**src/rtl/mem_io_arbiter_if.sv**
```systemverilog
// Requester, data-memory and IO signal bundle around mem_io_arbiter.
// slave = arbiter side, master = requesters plus memory/IO peripherals.
interface mem_io_arbiter_if #(
    parameter int unsigned ADDR_W = 14
);
    logic              a_req,   b_req;
    logic              a_we,    b_we;
    logic [31:0]       a_addr,  b_addr;
    logic [31:0]       a_wdata, b_wdata;
    logic [31:0]       a_rdata, b_rdata;
    logic              a_ack,   b_ack;
    logic              a_err,   b_err;
    logic              m_en,    m_we;
    logic [ADDR_W-1:0] m_addr;
    logic [31:0]       m_wdata;
    logic [31:0]       m_rdata;
    logic              io_en,   io_we;
    logic [9:0]        io_addr;
    logic [31:0]       io_wdata;
    logic [15:0]       io_rdata;
    logic              led_cs,  sw_cs;

    modport slave (
        input  a_req, b_req, a_we, b_we, a_addr, b_addr, a_wdata, b_wdata,
        input  m_rdata, io_rdata,
        output a_rdata, b_rdata, a_ack, b_ack, a_err, b_err,
        output m_en, m_we, m_addr, m_wdata,
        output io_en, io_we, io_addr, io_wdata, led_cs, sw_cs
    );

    modport master (
        output a_req, b_req, a_we, b_we, a_addr, b_addr, a_wdata, b_wdata,
        output m_rdata, io_rdata,
        input  a_rdata, b_rdata, a_ack, b_ack, a_err, b_err,
        input  m_en, m_we, m_addr, m_wdata,
        input  io_en, io_we, io_addr, io_wdata, led_cs, sw_cs
    );
endinterface

```
**src/rtl/mem_io_arbiter.sv**
```systemverilog
// Round-robin arbiter sharing the data-memory / IO path between the CPU (A)
// and the loader/debug master (B); each grant is decoded into MEM, IO or error.
module mem_io_arbiter #(
    parameter int unsigned MEM_LAT   = 1,
    parameter int unsigned MEM_BYTES = 65536,
    parameter int unsigned ADDR_W    = 14
) (
    input  logic            clk,
    input  logic            rst_n,
    mem_io_arbiter_if.slave bus,
    output logic            busy
);
    localparam int unsigned CNT_W = 3;

    typedef enum logic [1:0] {S_IDLE, S_ACCESS, S_WAIT, S_DONE} state_t;
    typedef enum logic [1:0] {R_MEM, R_IO, R_ERR} region_t;

    state_t            state_q,  state_d;
    region_t           region_q, region_d;
    logic              last_b_q, last_b_d;
    logic              gnt_b_q,  gnt_b_d;
    logic              we_q,     we_d;
    logic [CNT_W-1:0]  cnt_q,    cnt_d;

    logic              sel_b, sel_we;
    logic [31:0]       sel_addr, sel_wdata;
    logic              cap;
    logic [31:0]       cap_data;
    logic              busy_d;

    logic [31:0]       a_rdata_d, b_rdata_d;
    logic              a_ack_d, b_ack_d, a_err_d, b_err_d;
    logic              m_en_d, m_we_d, io_en_d, io_we_d, led_cs_d, sw_cs_d;
    logic [ADDR_W-1:0] m_addr_d;
    logic [9:0]        io_addr_d;
    logic [31:0]       m_wdata_d, io_wdata_d;

    // IO window takes precedence over the memory range
    function automatic region_t decode(input logic [31:0] addr);
        if (addr[31:10] == 22'h3FFFFF) return R_IO;
        if (addr < 32'(MEM_BYTES))     return R_MEM;
        return R_ERR;
    endfunction

    // B wins only when alone or when A was the last port served
    assign sel_b     = bus.b_req && (!bus.a_req || !last_b_q);
    assign sel_we    = sel_b ? bus.b_we    : bus.a_we;
    assign sel_addr  = sel_b ? bus.b_addr  : bus.a_addr;
    assign sel_wdata = sel_b ? bus.b_wdata : bus.a_wdata;

    always_comb begin
        state_d    = state_q;
        region_d   = region_q;
        last_b_d   = last_b_q;
        gnt_b_d    = gnt_b_q;
        we_d       = we_q;
        cnt_d      = cnt_q;
        cap        = 1'b0;
        cap_data   = '0;
        a_rdata_d  = bus.a_rdata;
        b_rdata_d  = bus.b_rdata;
        a_ack_d    = 1'b0;
        b_ack_d    = 1'b0;
        a_err_d    = 1'b0;
        b_err_d    = 1'b0;
        m_en_d     = 1'b0;
        m_we_d     = 1'b0;
        m_addr_d   = '0;
        m_wdata_d  = '0;
        io_en_d    = 1'b0;
        io_we_d    = 1'b0;
        io_addr_d  = '0;
        io_wdata_d = '0;
        led_cs_d   = 1'b0;
        sw_cs_d    = 1'b0;

        case (state_q)
            S_IDLE: begin
                if (bus.a_req || bus.b_req) begin
                    state_d  = S_ACCESS;
                    region_d = decode(sel_addr);
                    last_b_d = sel_b;
                    gnt_b_d  = sel_b;
                    we_d     = sel_we;
                    // downstream strobes are registered so they appear exactly in ACCESS
                    case (region_d)
                        R_MEM: begin
                            m_en_d    = 1'b1;
                            m_we_d    = sel_we;
                            m_addr_d  = sel_addr[ADDR_W+1:2];
                            m_wdata_d = sel_we ? sel_wdata : 32'd0;
                        end
                        R_IO: begin
                            io_en_d    = 1'b1;
                            io_we_d    = sel_we;
                            io_addr_d  = sel_addr[9:0];
                            io_wdata_d = sel_we ? sel_wdata : 32'd0;
                            led_cs_d   = sel_we;
                            sw_cs_d    = !sel_we;
                        end
                        default: ;
                    endcase
                end
            end
            S_ACCESS: begin
                case (region_q)
                    R_MEM: begin
                        cnt_d   = CNT_W'(MEM_LAT - 1);
                        state_d = S_WAIT;
                    end
                    R_IO: begin
                        cap      = !we_q;
                        cap_data = {{16{bus.io_rdata[15]}}, bus.io_rdata};
                        state_d  = S_DONE;
                    end
                    default: begin
                        cap     = !we_q;
                        state_d = S_DONE;
                    end
                endcase
            end
            S_WAIT: begin
                if (cnt_q == '0) begin
                    cap      = !we_q;
                    cap_data = bus.m_rdata;
                    state_d  = S_DONE;
                end else begin
                    cnt_d = cnt_q - 1'b1;
                end
            end
            S_DONE:  state_d = S_IDLE;
            default: state_d = S_IDLE;
        endcase

        if (state_d == S_DONE) begin
            a_ack_d = !gnt_b_q;
            b_ack_d = gnt_b_q;
            a_err_d = !gnt_b_q && (region_q == R_ERR);
            b_err_d = gnt_b_q && (region_q == R_ERR);
        end
        if (cap) begin
            if (gnt_b_q) b_rdata_d = cap_data;
            else         a_rdata_d = cap_data;
        end
        busy_d = (state_d != S_IDLE);
    end

    always_ff @(posedge clk or negedge rst_n) begin
        if (!rst_n) begin
            state_q      <= S_IDLE;
            region_q     <= R_MEM;
            last_b_q     <= 1'b1;
            gnt_b_q      <= 1'b0;
            we_q         <= 1'b0;
            cnt_q        <= '0;
            bus.a_rdata  <= '0;
            bus.b_rdata  <= '0;
            bus.a_ack    <= 1'b0;
            bus.b_ack    <= 1'b0;
            bus.a_err    <= 1'b0;
            bus.b_err    <= 1'b0;
            bus.m_en     <= 1'b0;
            bus.m_we     <= 1'b0;
            bus.m_addr   <= '0;
            bus.m_wdata  <= '0;
            bus.io_en    <= 1'b0;
            bus.io_we    <= 1'b0;
            bus.io_addr  <= '0;
            bus.io_wdata <= '0;
            bus.led_cs   <= 1'b0;
            bus.sw_cs    <= 1'b0;
            busy         <= 1'b0;
        end else begin
            state_q      <= state_d;
            region_q     <= region_d;
            last_b_q     <= last_b_d;
            gnt_b_q      <= gnt_b_d;
            we_q         <= we_d;
            cnt_q        <= cnt_d;
            bus.a_rdata  <= a_rdata_d;
            bus.b_rdata  <= b_rdata_d;
            bus.a_ack    <= a_ack_d;
            bus.b_ack    <= b_ack_d;
            bus.a_err    <= a_err_d;
            bus.b_err    <= b_err_d;
            bus.m_en     <= m_en_d;
            bus.m_we     <= m_we_d;
            bus.m_addr   <= m_addr_d;
            bus.m_wdata  <= m_wdata_d;
            bus.io_en    <= io_en_d;
            bus.io_we    <= io_we_d;
            bus.io_addr  <= io_addr_d;
            bus.io_wdata <= io_wdata_d;
            bus.led_cs   <= led_cs_d;
            bus.sw_cs    <= sw_cs_d;
            busy         <= busy_d;
        end
    end
endmodule

```
**src/flat_wrapper.sv**
```systemverilog
// flat-port wrapper written by rule: the top's interface ports become plain ports
module mem_io_arbiter_flat 
#(
    parameter int unsigned MEM_LAT   = 1,
    parameter int unsigned MEM_BYTES = 65536,
    parameter int unsigned ADDR_W    = 14
)
  (clk, rst_n, busy, bus_a_req, bus_b_req, bus_a_we, bus_b_we, bus_a_addr, bus_b_addr, bus_a_wdata, bus_b_wdata, bus_m_rdata, bus_io_rdata, bus_a_rdata, bus_b_rdata, bus_a_ack, bus_b_ack, bus_a_err, bus_b_err, bus_m_en, bus_m_we, bus_m_addr, bus_m_wdata, bus_io_en, bus_io_we, bus_io_addr, bus_io_wdata, bus_led_cs, bus_sw_cs);
  mem_io_arbiter_if #(.ADDR_W(ADDR_W)) bus_i ();
  input  logic clk;
  input  logic rst_n;
  output logic busy;
  input wire logic [$bits(bus_i.a_req)-1:0] bus_a_req;
  input wire logic [$bits(bus_i.b_req)-1:0] bus_b_req;
  input wire logic [$bits(bus_i.a_we)-1:0] bus_a_we;
  input wire logic [$bits(bus_i.b_we)-1:0] bus_b_we;
  input wire logic [$bits(bus_i.a_addr)-1:0] bus_a_addr;
  input wire logic [$bits(bus_i.b_addr)-1:0] bus_b_addr;
  input wire logic [$bits(bus_i.a_wdata)-1:0] bus_a_wdata;
  input wire logic [$bits(bus_i.b_wdata)-1:0] bus_b_wdata;
  input wire logic [$bits(bus_i.m_rdata)-1:0] bus_m_rdata;
  input wire logic [$bits(bus_i.io_rdata)-1:0] bus_io_rdata;
  output wire logic [$bits(bus_i.a_rdata)-1:0] bus_a_rdata;
  output wire logic [$bits(bus_i.b_rdata)-1:0] bus_b_rdata;
  output wire logic [$bits(bus_i.a_ack)-1:0] bus_a_ack;
  output wire logic [$bits(bus_i.b_ack)-1:0] bus_b_ack;
  output wire logic [$bits(bus_i.a_err)-1:0] bus_a_err;
  output wire logic [$bits(bus_i.b_err)-1:0] bus_b_err;
  output wire logic [$bits(bus_i.m_en)-1:0] bus_m_en;
  output wire logic [$bits(bus_i.m_we)-1:0] bus_m_we;
  output wire logic [$bits(bus_i.m_addr)-1:0] bus_m_addr;
  output wire logic [$bits(bus_i.m_wdata)-1:0] bus_m_wdata;
  output wire logic [$bits(bus_i.io_en)-1:0] bus_io_en;
  output wire logic [$bits(bus_i.io_we)-1:0] bus_io_we;
  output wire logic [$bits(bus_i.io_addr)-1:0] bus_io_addr;
  output wire logic [$bits(bus_i.io_wdata)-1:0] bus_io_wdata;
  output wire logic [$bits(bus_i.led_cs)-1:0] bus_led_cs;
  output wire logic [$bits(bus_i.sw_cs)-1:0] bus_sw_cs;
  assign bus_i.a_req = bus_a_req;
  assign bus_i.b_req = bus_b_req;
  assign bus_i.a_we = bus_a_we;
  assign bus_i.b_we = bus_b_we;
  assign bus_i.a_addr = bus_a_addr;
  assign bus_i.b_addr = bus_b_addr;
  assign bus_i.a_wdata = bus_a_wdata;
  assign bus_i.b_wdata = bus_b_wdata;
  assign bus_i.m_rdata = bus_m_rdata;
  assign bus_i.io_rdata = bus_io_rdata;
  assign bus_a_rdata = bus_i.a_rdata;
  assign bus_b_rdata = bus_i.b_rdata;
  assign bus_a_ack = bus_i.a_ack;
  assign bus_b_ack = bus_i.b_ack;
  assign bus_a_err = bus_i.a_err;
  assign bus_b_err = bus_i.b_err;
  assign bus_m_en = bus_i.m_en;
  assign bus_m_we = bus_i.m_we;
  assign bus_m_addr = bus_i.m_addr;
  assign bus_m_wdata = bus_i.m_wdata;
  assign bus_io_en = bus_i.io_en;
  assign bus_io_we = bus_i.io_we;
  assign bus_io_addr = bus_i.io_addr;
  assign bus_io_wdata = bus_i.io_wdata;
  assign bus_led_cs = bus_i.led_cs;
  assign bus_sw_cs = bus_i.sw_cs;
  mem_io_arbiter #(.MEM_LAT(MEM_LAT), .MEM_BYTES(MEM_BYTES), .ADDR_W(ADDR_W)) u_core (.clk(clk), .rst_n(rst_n), .bus(bus_i), .busy(busy));
endmodule
```
**config.mk**
```make
export PLATFORM = sky130hd
export DESIGN_NAME = mem_io_arbiter_flat
export DESIGN_NICKNAME = d
export VERILOG_FILES = /design/src/rtl/mem_io_arbiter_if.sv /design/src/rtl/mem_io_arbiter.sv /design/src/flat_wrapper.sv
export SDC_FILE = /design/constraint.sdc
export NUM_CORES = 1
export LEC_CHECK = 0
export CAP_MARGIN = 40
export CORE_MARGIN = 3
export CORE_UTILIZATION = 44
export CTS_CLUSTER_DIAMETER = 200
export DETAILED_ROUTE_END_ITERATION = 10
export PLACE_DENSITY_LB_ADDON = 0.2
export SYNTH_ARGS = -nofsm -noshare
export SYNTH_HDL_FRONTEND = slang
export SYNTH_SLANG_ARGS = --single-unit
```
**constraint.sdc**
```tcl
create_clock -name clk -period 2.6 [get_ports clk]
set_input_delay 0.65 -clock clk [delete_from_list [all_inputs] [get_ports clk]]
set_output_delay 0.65 -clock clk [all_outputs]
set_load 0.005 [all_outputs]
```
After elaboration in Yosys (flattened, before gate mapping)

Index checks and enable logic that the tools add are counted.

Memories kept: 0
Bits of input ports: 182
Bits in writable memories: 0
Logic and storage cells: 116
Memory bits (read-only): 0
Bits in latches: 0
Register bits after elaboration: 172
Output and inout port bits: 163

$lt $le $gt $ge: 1
Shifts and indexed selects: 0
Add/sub/neg operators: 1
Divide/modulo/power cells: 0
Reduce and logical (&&, ||, !) cells: 20
Bitwise gates (word level): 1
Mux-type cells: 61
Eq/ne operators: 10
$mul: 0

Operators with widths:

| kind                 | number |
|---|---|
| $mux 32              | 11 |
| $pmux 32 s2          | 1 |
| $mux 14              | 3 |
| $lt 32x17->1 const B | 1 |
| $mux 1               | 30 |
| $mux 10              | 3 |
| $eq 22x22->1 const B | 1 |
| $mux 2               | 8 |
| $eq 2x2->1 const B   | 4 |
| $pmux 2 s4           | 1 |
| $eq 2x1->1 const B   | 3 |
| $logic_not 2->1      | 3 |
| $mux 3               | 2 |
| $pmux 3 s2           | 1 |
| $reduce_and 2->1     | 3 |
| $logic_not 1->1      | 5 |
| $reduce_bool 2->1    | 2 |
| $logic_and 1x1->1    | 3 |
| $logic_not 3->1      | 1 |
| $reduce_and 3->1     | 1 |
| $sub 3x1->3 const B  | 1 |
| $logic_or 1x1->1     | 2 |
| $ne 2x1->1 const B   | 1 |
| $ne 2x2->1 const B   | 1 |
| other kinds (2)      | 2 |

Logic depth before layout (Yosys ltp)

Word-level depth: 19
Depth in mapped cells: 9
Mapped depth without buffers: 6

Least setup slack after synthesis

No wires, ideal clock.

Kind: input-to-reg
Start point: input port bus_b_req
End point: register u_core.bus.io_wdata[10]
Data arrival time: 1.774 ns
Path slack: 0.703 ns
Cell stages on the path: 7
Required time: 2.477 ns
Path buffers: 3
Library setup time: 0.123 ns
Cells stage by stage: a21boi_1 > buf_2 > and2_1 > o21ai_1 > buf_2 > buf_4 > nor3_2

Word-level cells in the longest chain between the ends: 15

Ends and longest elaborated chain:

| element                         | RTL line                | source |
|---|---|---|
| from (decl)                     | flat_wrapper.sv:14      | `input wire logic [$bits(bus_i.b_req)-1:0] bus_b_req;` |
| $logic_and 1x1->1               | mem_io_arbiter.sv:46    | `assign sel_b = bus.b_req && (!bus.a_req \|\| !last_b_q);` |
| $mux 32                         | mem_io_arbiter.sv:48    | `assign sel_addr = sel_b ? bus.b_addr : bus.a_addr;` |
| $lt 32x17->1                    | mem_io_arbiter.sv:41    | `if (addr < 32'(MEM_BYTES)) return R_MEM;` |
| $mux 1 (2 in series)            | mem_io_arbiter.sv:41    |  |
| $mux 1                          | mem_io_arbiter.sv:79    | `if (bus.a_req \|\| bus.b_req) begin` |
| $mux 1                          | mem_io_arbiter.sv:77    | `case (state_q)` |
| $mux 2                          | mem_io_arbiter.sv:42    | `return R_ERR;` |
| $mux 2                          | mem_io_arbiter.sv:41    |  |
| $mux 2                          | mem_io_arbiter.sv:79    |  |
| $mux 2                          | mem_io_arbiter.sv:77    |  |
| $eq 2x1->1                      | mem_io_arbiter.sv:86    | `case (region_d)` |
| $mux 32                         | mem_io_arbiter.sv:86    |  |
| $mux 32 *                       | mem_io_arbiter.sv:79    |  |
| $mux 32 *                       | mem_io_arbiter.sv:77    |  |
| named net u_core.io_wdata_d[10] | mem_io_arbiter.sv:36    | `logic [31:0] m_wdata_d, io_wdata_d;` |
| to (signal assigned)            | mem_io_arbiter.sv:193   | `bus.io_wdata <= io_wdata_d;` |
| to (decl)                       | mem_io_arbiter_if.sv:28 | `output io_en, io_we, io_addr, io_wdata, led_cs, sw_cs` |

Mark *: on every way through the listed nets, which the timed path passes. The rest lies on a longest branch. The select of a mux whose other input is x is not followed.
A chain may end at the register's enable or synchronous reset.

Worst setup path in the final report

Start point: input port bus_b_req
End point: register u_core.region_q[1]

Word-level cells in the longest chain between the ends: 11

Ends and longest elaborated chain:

| element              | RTL line              | source |
|---|---|---|
| $logic_and 1x1->1    | mem_io_arbiter.sv:46  |  |
| $mux 32              | mem_io_arbiter.sv:48  |  |
| $lt 32x17->1         | mem_io_arbiter.sv:41  |  |
| $mux 1 (2 in series) | mem_io_arbiter.sv:41  |  |
| $mux 1               | mem_io_arbiter.sv:79  |  |
| $mux 1               | mem_io_arbiter.sv:77  |  |
| $mux 2               | mem_io_arbiter.sv:42  |  |
| $mux 2               | mem_io_arbiter.sv:41  |  |
| $mux 2               | mem_io_arbiter.sv:79  |  |
| $mux 2               | mem_io_arbiter.sv:77  |  |
| to (signal assigned) | mem_io_arbiter.sv:175 | `region_q <= region_d;` |
| to (decl)            | mem_io_arbiter.sv:19  | `region_t region_q, region_d;` |

Several ways; a longest one is shown, not always the timed one. The select of a mux whose other input is x is not followed.

==> metrics.txt <==
vias in the first global route around 6.5k; post-DP HPWL 17680 um; CTS Buffer Depth 2; clock latency on the worst-skew pair 0.42 ns; H-tree depth 4; unrepaired setup endpoints after global routing no; # fillers 1133; PortBufs 344; max-slew violations 0; fraction of layout instances using a drive strength above 1 0.1000; setup TNS 0 ns; post-synthesis register bit count around 170; CTS Buf Count 17; final wirelength 22970 um; outcome finished clean; crit path DAT around 2.5 ns; die height about 130 um; gpl congestion 0.8289; post-route ant nets 0; Post-Syn Area ~0.0071 sq mm; First-pass DRT Iterations 4; Async SR Flop Fraction 1.000; syn_nets approximately 830; critical path fanouts, max 11; DRT iter0 DRCs 283; Vias/cell 5.192; Cell Pwr Density 805.5 mW/mm^2; largest net degree at the start of global routing 65; global-route wire length before repair about 36000 um; # IOs 345; Max-slew headroom 0.6525; syn_area_per_cell between 10 and 15 sq um; GRT Util Overall 0.2601; Hold Path Class input port to async pin; width of the die 133.3 um; main flop type after synthesis dfrtp_1; detailed-route via count approximately 6.2k; P&R area growth vs syn 61.85%; initial core utilization 0.4588; Synth Instances around 640; Max Fclk around 460 MHz; grt ovf 0; Req. time, crit path between 2 and 3 ns; Final Cycle Share 0.8330; slew of the pin with the lowest slew margin about 0.52 ns; sequential area share after synthesis 0.6039; Avg WL per Cell ~19 um; antenna violations before repair 0; VDD IR max a little over 500 uV; nets 1165; Tot Pwr roughly 9300 uW; synth unique cells 37; Startpoint Class input port; TritonCTS Sinks between 150 and 200; Crit Path Class input port to register; # DRC 0; total core area ~0.016 sq mm; Yosys Warn Count 0; die footprint 0.01777 sq mm; Rows 45; Gates resized, CTS repair 0; max cap viols 0; crit end category register; Root Buffer Master clkbuf_16; hold_buf cts 0; EDFF count, synth 0; clk_skew 0.01008 ns; Worst-path clk slew roughly 0.06 ns; # diodes 0; final hold vios 0; placed insts 1170; final setup fails 0; TritonCTS clock tree yes; Post-CTS Setup Bufs 0; Pleak between 0.004 and 0.005 uW; clock period minus worst slack between 2 and 2.5 ns; final non-filler cell total between 1k and 1.5k; Reg2Reg Setup Slack 0.54 ns
report_power, final:
part	switching [uW]	leakage [uW]	internal (uW)
clock network	1010	0.000294	1540
registers	280	0.00235	3190
logic	1640	0.00222	1640
total	2930	0.00487	6370
through the flow:
step	hold slack, ns	area (sq um)	worst slack (ns)	util
2_1_floorplan	0.3544	7129	0.7032	-
3_3_place_gp	0.4614	10930	0.07202	0.7035
3_5_place_dp	0.4713	10930	0.01249	0.7035
4_1_cts	0.1568	11540	0.4619	0.7425
5_1_grt	0.1659	11540	0.2628	0.7425
6_report	0.1585	11540	0.4343	0.7425
state kept, by name, indices dropped and copies added (netlist names), 2 cells and up:
name / count
u_core.bus.m_wdata: 32
u_core.state_q: 2
u_core.bus.io_wdata: 32
u_core.region_q: 2
u_core.bus.b_rdata: 32
u_core.bus.io_addr: 10
u_core.cnt_q: 3
u_core.bus.m_addr: 14
u_core.bus.a_rdata: 32
critical path, stage by stage:
cell             delay (ns)
clkdlybuf4s50_1        0.53
a21bo_2                0.30
nor4_1                 0.31
buf_4                  0.17
o22ai_4                0.08
buf_4                  0.21
a31o_1                 0.21
synthesized netlist by cell type, types with 2 or more instances:
master / n / area [sq um]
nand4_1: 12 / 75.07
mux2i_1: 50 / 500.5
nor2b_1: 3 / 18.77
nor2_1: 5 / 18.77
buf_4: 4 / 30.03
o21ai_1: 66 / 330.3
a22o_1: 15 / 131.4
nor4_1: 14 / 87.58
nand2b_1: 2 / 12.51
nor3_1: 62 / 310.3
buf_6: 5 / 56.30
nand2_1: 88 / 330.3
clkbuf_1: 30 / 112.6
nor3_2: 28 / 280.3
buf_2: 11 / 55.05
a31oi_1: 2 / 12.51
o211ai_2: 2 / 25.02
ha_1: 5 / 62.56
and3b_1: 2 / 17.52
inv_1: 7 / 26.28
and2_1: 21 / 131.4
o21ai_0: 20 / 100.1
dfrtp_1: 171 / 4279
layer usage:
layer	share of wire	wire length, um	GRT usage	vias to the layer above
li1	-	-	-	2920
met1	0.38	8688	0.3074	2993
met2	0.51	11800	0.4512	281
met3	0.074	1697	0.06835	42
met4	0.034	786	0.1080	0
met5	0	0	0	-
layout make-up:
type                            count  area [sq um]  share of cell area
Clock buffer                       22         494.2             0.04283
Clock inverter                      9         111.4            0.009651
Inverter                            9         33.78            0.002928
Multi-Input combinational cell    407          2582              0.2238
Sequential cell                   172          4305              0.3731
Tap cell                          211         264.0             0.02288
Timing Repair Buffer              371          3747              0.3248
layout by cell type, fill, tap and decap left out, drive strengths merged, types with 6 or more instances in the layout:
cell type	instances
mux2i	50
nor3	90
clkbuf	22
nor4	15
clkinv	6
nand4	12
and2	21
inv	8
dfrtp	171
a22o	15
nand2	88
o21ai	86
buf	28
clkdlybuf4s50	343
cells by family after synthesis:
family / Yosys count / share of synthesized area
multiplexers: 51 / 0.07178
buffers and inverters: 60 / 0.04089
flip-flops: 172 / 0.6039
AND/OR/NAND/NOR: 238 / 0.1816
adder cells (fa/ha/maj): 5 / 0.008775
AO/OA/AOI/OAI: 113 / 0.09302
worst paths after layout:
| kind | from | end | cells after the start |
|---|---|---|---|
| max | bus_b_req | u_core.region_q[1] | 7 |
| min | rst_n | u_core.bus.a_rdata[11] | 1 |
| max reg2reg | u_core.state_q[0] | u_core.bus.a_rdata[17] | 7 |
| min reg2reg | u_core.bus.a_rdata[16] | u_core.bus.a_rdata[16] | 2 |
| max in group asynchronous | rst_n | u_core.bus.m_wdata[14] | 2 |
| min in group clk | u_core.bus.a_rdata[16] | u_core.bus.a_rdata[16] | 2 |
Note: power is estimated with default switching activity, not from simulation.
